[config.mk]
export PLATFORM = sky130hd
export DESIGN_NAME = contador_ocupacion
export DESIGN_NICKNAME = d
export VERILOG_FILES = /design/src/rtl/contador_ocupacion_pkg.sv /design/src/rtl/contador_ocupacion_detector_flanco.sv /design/src/rtl/contador_ocupacion.sv
export SDC_FILE = /design/constraint.sdc
export NUM_CORES = 1
export LEC_CHECK = 0
export CORE_MARGIN = 8
export CORE_UTILIZATION = 35
export DETAILED_ROUTE_END_ITERATION = 16
export GPL_TIMING_DRIVEN = 0
export PLACE_DENSITY = 0.66
export REMOVE_ABC_BUFFERS = 1
export SLEW_MARGIN = 25
export SYNTH_ARGS = -nofsm -noshare
export SYNTH_HDL_FRONTEND = slang
export SYNTH_HIERARCHICAL = 1
export SYNTH_SLANG_ARGS = --single-unit
[constraint.sdc]
create_clock -name clk -period 4 [get_ports clk]
set_input_delay 0.8 -clock clk [delete_from_list [all_inputs] [get_ports clk]]
set_output_delay 0.8 -clock clk [all_outputs]
set_load 0.02 [all_outputs]
[src/rtl/contador_ocupacion_pkg.sv]
// contador_ocupacion_pkg
// Shared constants and types for the parking occupancy counter.
//   CAPACIDAD_DEF / W_DEF : default capacity and count width.
//   upd_e                 : kind of update applied in a cycle (also used
//                           by the display controller).
//   clasificar()          : maps the detected edges and current flags to upd_e.
package contador_ocupacion_pkg;

  localparam int CAPACIDAD_DEF = 99;
  localparam int W_DEF         = 7;

  typedef enum logic [2:0] {
    NADA    = 3'd0,
    INC     = 3'd1,
    DEC     = 3'd2,
    ERR_INC = 3'd3,
    ERR_DEC = 3'd4
  } upd_e;

  // Simultaneous entry and exit cancel out; the registered flags stand in
  // for the count comparisons because they always track cuenta.
  function automatic upd_e clasificar(input logic inc, input logic dec,
                                      input logic lleno, input logic vacio);
    if (inc && !dec)      return lleno ? ERR_INC : INC;
    else if (dec && !inc) return vacio ? ERR_DEC : DEC;
    else                  return NADA;
  endfunction

endpackage

[src/rtl/contador_ocupacion_detector_flanco.sv]
// detector_flanco
// Single-bit rising-edge detector, synchronous active-low reset.
//   clk    : clock
//   rst    : synchronous reset, active low
//   d      : input level
//   flanco : high in the cycle d is high and was low on the previous edge
// The delay register clears on reset, so a level already high when reset
// releases is reported as one edge.
module detector_flanco (
  input  logic clk,
  input  logic rst,
  input  logic d,
  output logic flanco
);

  logic d_q;

  always_ff @(posedge clk) begin
    if (!rst) d_q <= 1'b0;
    else      d_q <= d;
  end

  assign flanco = d & ~d_q;

endmodule

[src/rtl/contador_ocupacion.sv]
// contador_ocupacion
// Saturating vehicle occupancy counter with full/empty/sticky-error flags.
//   clk      : clock, rising edge
//   rst      : synchronous reset, active low
//   sumar    : vehicle-in pulse (rising edge counted)
//   restar   : vehicle-out pulse (rising edge counted)
//   err_clr  : clears the sticky error flag (a new violation wins)
//   cuenta   : occupancy 0..CAPACIDAD
//   lleno    : cuenta == CAPACIDAD
//   vacio    : cuenta == 0
//   error    : sticky, increment at full or decrement at empty
//   bcd_dec, bcd_uni : tens/units digits of cuenta, only when the macro
//                      CONTADOR_BCD_EN is defined
// Parameters: CAPACIDAD in 1..99, W with 2**W > CAPACIDAD.
module contador_ocupacion
  import contador_ocupacion_pkg::*;
#(
  parameter int CAPACIDAD = CAPACIDAD_DEF,
  parameter int W         = W_DEF
) (
  input  logic         clk,
  input  logic         rst,
  input  logic         sumar,
  input  logic         restar,
  input  logic         err_clr,
  output logic [W-1:0] cuenta,
  output logic         lleno,
  output logic         vacio,
  output logic         error
`ifdef CONTADOR_BCD_EN
  ,
  output logic [3:0]   bcd_dec,
  output logic [3:0]   bcd_uni
`endif
);

  localparam logic [W-1:0] CAP_W = W'(CAPACIDAD);

  logic inc, dec;

  detector_flanco u_det_sumar (
    .clk    (clk),
    .rst    (rst),
    .d      (sumar),
    .flanco (inc)
  );

  detector_flanco u_det_restar (
    .clk    (clk),
    .rst    (rst),
    .d      (restar),
    .flanco (dec)
  );

  upd_e         kind;
  logic [W-1:0] cuenta_nxt;

  always_comb begin
    kind       = clasificar(inc, dec, lleno, vacio);
    cuenta_nxt = cuenta;
    case (kind)
      INC:     cuenta_nxt = cuenta + W'(1);
      DEC:     cuenta_nxt = cuenta - W'(1);
      default: cuenta_nxt = cuenta;
    endcase
  end

  // Flags are derived from cuenta_nxt so they land in the same cycle as
  // the count they describe.
  always_ff @(posedge clk) begin
    if (!rst) begin
      cuenta <= '0;
      lleno  <= 1'b0;
      vacio  <= 1'b1;
      error  <= 1'b0;
    end else begin
      cuenta <= cuenta_nxt;
      lleno  <= (cuenta_nxt == CAP_W);
      vacio  <= (cuenta_nxt == '0);
      if (kind == ERR_INC || kind == ERR_DEC) error <= 1'b1;
      else if (err_clr)                       error <= 1'b0;
    end
  end

`ifdef CONTADOR_BCD_EN
  // Decimal digits kept in lockstep with cuenta; CAPACIDAD <= 99 keeps the
  // tens digit within 0..9.
  always_ff @(posedge clk) begin
    if (!rst) begin
      bcd_dec <= 4'd0;
      bcd_uni <= 4'd0;
    end else begin
      case (kind)
        INC: begin
          if (bcd_uni == 4'd9) begin
            bcd_uni <= 4'd0;
            bcd_dec <= bcd_dec + 4'd1;
          end else begin
            bcd_uni <= bcd_uni + 4'd1;
          end
        end
        DEC: begin
          if (bcd_uni == 4'd0) begin
            bcd_uni <= 4'd9;
            bcd_dec <= bcd_dec - 4'd1;
          end else begin
            bcd_uni <= bcd_uni - 4'd1;
          end
        end
        default: ;
      endcase
    end
  end
`endif

endmodule

==> flow_metrics.py <==
metrics = {
    "status": {
        "outcome": "finished, final reports clean",
    },
    "critical_path": {
        "cp-endpoint": "vacio",
        "reg2reg_depth": 9,
        "worstPathMaxFanout": 10,
        "end_kind": "register",
        "critPathLaunchType": "primary input",
        "cp-startpoint": "restar",
        "r2r_start": "u_det_restar/d_q",
        "worst-endpoint-required_ns": 4.23,
        "ff2ff_setup_slack_ns": 1.19,
        "reg2reg_to": "vacio",
        "worstPathArrival_ns": 3.74,
        "path_class": "primary input to register",
    },
    "global_route": {
        "antenna_found_initial": 0,
        "overflow": 0,
        "grt_pass1_vias": 665,
        "grt_max_degree": 12,
        "grt_pass1_wl_mm": 2.91,
        "track_usage": 0.0893,
    },
    "route": {
        "drt-wirelength-per-cell_um": 13.4,
        "drc": 0,
        "drtIter0Drc": 38,
        "via_per_inst": 5.47,
        "finalWirelength_mm": 1.69,
        "dr.pass1.iters": 4,
        "vias": 689,
        "ant_nets": 0,
    },
    "clocking": {
        "cts_resized": 0,
        "clk_latency_ns": 0.28,
        "clockBufferDepth": 2,
        "cts.reportedPaths.clkPinSlew_ns": 0.08,
        "cts.hold.buffers_added": 0,
        "tritoncts": "yes",
        "post_cts_buffers": 0,
        "cts_root_buf": "clkbuf_4",
        "cts_sinks": 12,
        "htreeDepth": 1,
        "cts_inserted_buffers": 3,
    },
    "synth": {
        "async_flop_share": 0,
        "synthCells": 84,
        "synthMuxAreaShare": 0,
        "synth_fa_ha_area_frac": 0.0164,
        "avgSynthCellArea_sq_um": 9.10,
        "synth_edf_count": 0,
        "synthFlopType": "dfxtp_1",
        "synth_compound_gate_area_share": 0.129,
        "synth.distinct_cells": 41,
        "ys_ff_latch": 12,
        "synth-xor-area-share": 0.0687,
        "synthesis.area_sq_um": 764,
        "seq_area_frac_synth": 0.314,
        "yosys-top-cells-area": "dfxtp_1 (31%), xor2_1 (4.6%), nor2_1 (4.4%)",
        "yosysTopAreaCell": "dfxtp_1",
        "yosysTopAreaCellShare": 0.314,
        "ys_warn_count": 6,
        "synthSimpleGateAreaFrac": 0.432,
        "synth_top_family_by_area": "simple AND/OR/NAND/NOR gates",
    },
    "placed_design": {
        "dpl.hpwl_mm": 1.23,
        "port_buffers": 14,
        "place_area_sq_um": 913,
        "place_inst": 122,
        "place_congestion": 0.849,
    },
    "power_and_ir_drop": {
        "ir_drop_v": 0.000193,
        "p_leak_nw": 0.367,
        "cellPowerDensity_mw_per_mm2": 449,
    },
    "finish": {
        "final_area_sq_um": 950,
        "drive_gt1_frac": 0.133,
        "antennaDiodeCount": 0,
        "fillers": 227,
        "nNetsFinal": 105,
        "area_delta_synth_final_pct": 24.2,
        "final_common_cell": "clkdlybuf4s50_1",
        "layout_common_cells": "clkdlybuf4s50_1 (14), dfxtp_1 (12), nor2_1 (9)",
        "instances_no_fill": 126,
    },
    "timing": {
        "min_period_ns": 3.52,
        "max_clock_freq_ghz": 0.284,
        "fin_skew_ns": 0.00548,
        "finalSetupViolCount": 0,
        "final-hold-violation-count": 0,
        "fin_crit_sh": 0.880,
        "drv_slew": 0,
        "tightest_slew_ns": 0.420,
        "grt_setup_unrepaired": "no",
        "fin_setup_tns_ns": 0,
        "fin_hold_ws_ns": 0.498,
        "slew_headroom": 0.716,
    },
    "die": {
        "die_w_um": 62.7,
        "core_area_sq_mm": 0.00213,
        "die_h_um": 62.7,
        "start_util": 0.359,
        "fp.dieArea_sq_mm": 0.00394,
        "rows": 17,
        "ios": 15,
    },
    "worst_hold_path": {
        "worstHoldPathType": "register to register",
        "min_from": "error",
    },
    "run": {
        "max-cap-violations": 0,
    },
}
[synthesized netlist by cell type (2+ instances only)]
cell / instances
a21oi_1: 3
and2_1: 5
and3_1: 2
clkbuf_1: 2
dfxtp_1: 12
nand2_1: 4
nand2b_1: 2
nand3_1: 2
nand3b_1: 2
nand4_1: 2
nor2_1: 9
nor2b_4: 2
nor3_1: 3
nor3b_1: 2
o21ai_0: 2
xnor2_1: 2
xor2_1: 4
[state kept, by name, summed over array words and instances (netlist names)]
register          count
cuenta                7
error                 1
lleno                 1
u_det_restar/d_q      1
u_det_sumar/d_q       1
vacio                 1
[power breakdown]
group          leakage, nW  total (W)  switching, W  internal (W)
clock network       0.0210  0.0000982     0.0000428     0.0000554
registers           0.0983   0.000169     0.0000320      0.000137
logic                0.248   0.000160     0.0000785     0.0000810
total                0.367   0.000426      0.000153      0.000273
[through the flow]
stage / utilization / power (W) / worst slack (ns)
2_1_floorplan: - / 0.000273 / 1.12
3_3_place_gp: 0.429 / 0.000327 / 0.280
3_5_place_dp: 0.429 / 0.000331 / 0.257
4_1_cts: 0.446 / 0.000431 / 0.522
5_1_grt: 0.446 / 0.000455 / 0.360
6_report: 0.446 / 0.000426 / 0.482
[area by class of cell]
type / instances / area [sq um] / area share
inverters: 1 / 3.75 / 0.00395
well taps: 28 / 35.0 / 0.0369
repair buffers: 14 / 140 / 0.148
clock buffers: 4 / 36.3 / 0.0382
multi-input cells: 67 / 494 / 0.520
flip-flops and latches: 12 / 240 / 0.253
[critical path, cell delays in order]
cell             delay (ns)
clkdlybuf4s50_1        0.48
nor2b_4                0.20
nor3b_4                0.43
xor2_1                 0.12
ha_1                   0.26
and4bb_2               0.26
o21bai_1               0.19
o311a_1                0.33
o41ai_1                0.47
o31a_1                 0.21
[how the worst min path moves through the flow]
stage,cells past startpoint,to
floorplan,2,error
global placement,2,error
detailed placement,2,error
CTS,2,error
global route,2,error
finish,2,error
[cells by family (layout without fill, tap and decap cells)]
group	count (synthesis)	count (layout)
simple gates	46	46
buf+inv	5	19
flops	12	12
xor+xnor	6	6
fa+ha+maj	1	1
compound gates	14	14
[routing by layer]
| metal | part of all wire | vias up | GRT usage |
|---|---|---|---|
| li1 | - | 333 | - |
| met1 | 0.47 | 321 | 0.0982 |
| met2 | 0.44 | 31 | 0.138 |
| met3 | 0.064 | 4 | 0.0430 |
| met4 | 0.027 | 0 | 0.0484 |
| met5 | 0 | - | 0 |
No activity file was read; power rests on OpenSTA's default activity.
==> patch: new RTL, same settings <==
The option `CONTADOR_BCD_EN` is turned on by a define.
--- a/src/rtl/contador_ocupacion.sv
+++ b/src/rtl/contador_ocupacion.sv
@@ -14,2 +14,4 @@
 // Parameters: CAPACIDAD in 1..99, W with 2**W > CAPACIDAD.
+`define CONTADOR_BCD_EN
+
 module contador_ocupacion
Formal check against the unedited RTL (old outputs only; new: bcd_dec and bcd_uni): equivalent (equiv_simple and equiv_induct, registers matched by name and starting in step).
==> patch against the unedited design <==
Synthesized cell count grew 67%; setup slack better by 200 ps; routed wire length grew 71%; sequential cell count increased by 8; global-route usage increased by 2.4 points; count of clock-buffer cells in the layout is 1 lower; final area rose by 53%; area after synthesis rose by 57%; via count grew 57%; register-to-register slack improved by 160 ps; total power rose by 26%; sequential share of layout area increased by 2.3 points; highest routed layer unchanged.
==> patch: results (changes against the unedited design) <==
The part of the Yosys area used for sequential elements came to 33.44% (+2.0 points). The worst-path maximum fanout came out at 12 (+2). The DRC marker count from the first detailed-route iteration came out at 38 (unchanged). The count of cells resized by post-cts repair is 0 (unchanged). The clock edge transition at the registers on the reported setup and hold paths is 110 ps (+30 ps). The global-route usage over all layers came out at 11.28% (+2.4 points). The hold path startpoint is error. The flow ran to the end, and the final reports show no timing, DRC or antenna violations.

The logic depth of the worst register-to-register path is 10 (+1). The number of warnings issued by yosys is 6 (unchanged). The clock latency reported for the late side of the worst-skew pair is 300 ps (+20 ps). The pin count of the biggest net entering global routing is 13 (+1). The number of H-tree levels is 1 (unchanged). The setup slack of the most critical reg-to-reg path is 1350 ps (+160 ps). The worst-case hold slack was 506.1 ps (+7.909 ps). The number of port buffers is 22 (+8). The global-route wire length before repair is 5023 um (+73%). The maximum number of buffers from clock root to sink was 2 (unchanged).

The layout net count came to 165 (+57%). The global placer's final weighted congestion came out at 0.8062 (-5.1%). The peak supply drop came out at 176.1 uV (-8.9%). The startpoint identified for the worst register-to-register timing path is u_det_restar/d_q. The distinct cell type count after synthesis came out at 47 (+15%).

The HPWL reported at the end of detailed placement is 2150 um (+75%). The via count of the first global-routing pass is 1112 (+67%). The tightest slew margin relative to the limit came out at 59.01% (-13 points). The via density per instance came out at 5.366 (-1.9%).

Sorting the synthesized cells by area gives the leading types as sky130_fd_sc_hd__dfxtp_1 33%, sky130_fd_sc_hd__xnor2_1 6.6%, sky130_fd_sc_hd__nand2_1 4.4%, sky130_fd_sc_hd__nor2_1 4.1%, sky130_fd_sc_hd__a21oi_1 2.5%. The number of iterations in the first detailed-routing pass is 4 (unchanged). The most used flip-flop cell after synthesis is sky130_fd_sc_hd__dfxtp_1.

The static leakage came out at 0.0005172 uW (+41%). The share of cells above drive strength 1 was 8.333% (-4.9 points). In this run the critical register-to-register path is captured at vacio. Ranked by instance count, the synthesized netlist is headed by 20 x sky130_fd_sc_hd__dfxtp_1, 14 x sky130_fd_sc_hd__nand2_1, 13 x sky130_fd_sc_hd__nor2_1. The post-detailed-routing wire length came out at 2887 um (+71%). The final worst clock skew is 1.667 ps (-3.818 ps).
patch: cell count changes in the layout (fill, tap and decap cells not counted), moves of 3 or more:
cell	delta
sky130_fd_sc_hd__mux2i_1	+3
sky130_fd_sc_hd__nor2_1	+4
sky130_fd_sc_hd__or3_1	+3
sky130_fd_sc_hd__clkdlybuf4s50_1	+8
sky130_fd_sc_hd__inv_1	+3
sky130_fd_sc_hd__dfxtp_1	+8
sky130_fd_sc_hd__a21oi_1	+3
sky130_fd_sc_hd__nand2_1	+10
sky130_fd_sc_hd__xnor2_1	+7
patch: report_power, final:
group | switching [uW] | leakage, uW | internal, uW
combinational | 89.8 | 0.000340 | 88.2
clock | 60.0 | 0.0000138 | 35.1
sequential | 42.9 | 0.000163 | 219
total | 193 | 0.000517 | 343
patch: critical path, stage by stage:
cell	delay, ps
sky130_fd_sc_hd__clkdlybuf4s50_1	480
sky130_fd_sc_hd__nor2b_4	200
sky130_fd_sc_hd__or3b_1	550
sky130_fd_sc_hd__nand2_1	130
sky130_fd_sc_hd__nand2_1	60
sky130_fd_sc_hd__ha_1	250
sky130_fd_sc_hd__inv_1	130
sky130_fd_sc_hd__nand2b_4	70
sky130_fd_sc_hd__or3b_1	410
sky130_fd_sc_hd__and3_4	200
sky130_fd_sc_hd__o41ai_2	250
patch: worst max-delay path by stage:
stage           start         end
2_1_floorplan  restar  bcd_dec[2]
3_3_place_gp   restar       vacio
3_5_place_dp   restar       vacio
4_1_cts        restar       vacio
5_1_grt        restar  bcd_dec[2]
6_report       restar       vacio
patch: final cells by class:
cell class	count	area, sq um
clock buffers	3	22.52
fillers	364	1858
inverters	4	15.01
multi-input cells	107	737.0
flip-flops and latches	20	400.4
well taps	46	57.56
repair buffers	22	220.2
patch: kinds of logic after synthesis:
| kind of cell | synth area share [%] |
|---|---|
| adder cells (fa/ha/maj) | 2.090 |
| AND/OR/NAND/NOR | 32.81 |
| buffers and inverters | 5.016 |
| XOR/XNOR | 8.047 |
| multiplexers | 2.508 |
| AO/OA/AOI/OAI | 16.09 |
| flip-flops | 33.44 |
patch: metal layers:
metal  up-vias  track usage (%)  part of all wire, %  wire [um]
met3         2            4.582                  8.0        231
met4         0            1.739                 0.31          9
li1        542                -                    -          -
met5         -                0                    0          0
met2        33            19.17                   48       1390
met1       507            13.10                   43       1255
patch: stage by stage:
step                      cells  instance area, sq um  worst slack [ps]
after floorplan             131                  1152              1095
after detailed placement    199                  1430             382.7
after global placement      199                  1430             444.4
after CTS                   202                  1453             692.3
after global routing        202                  1453             525.2
final                       202                  1453             686.6
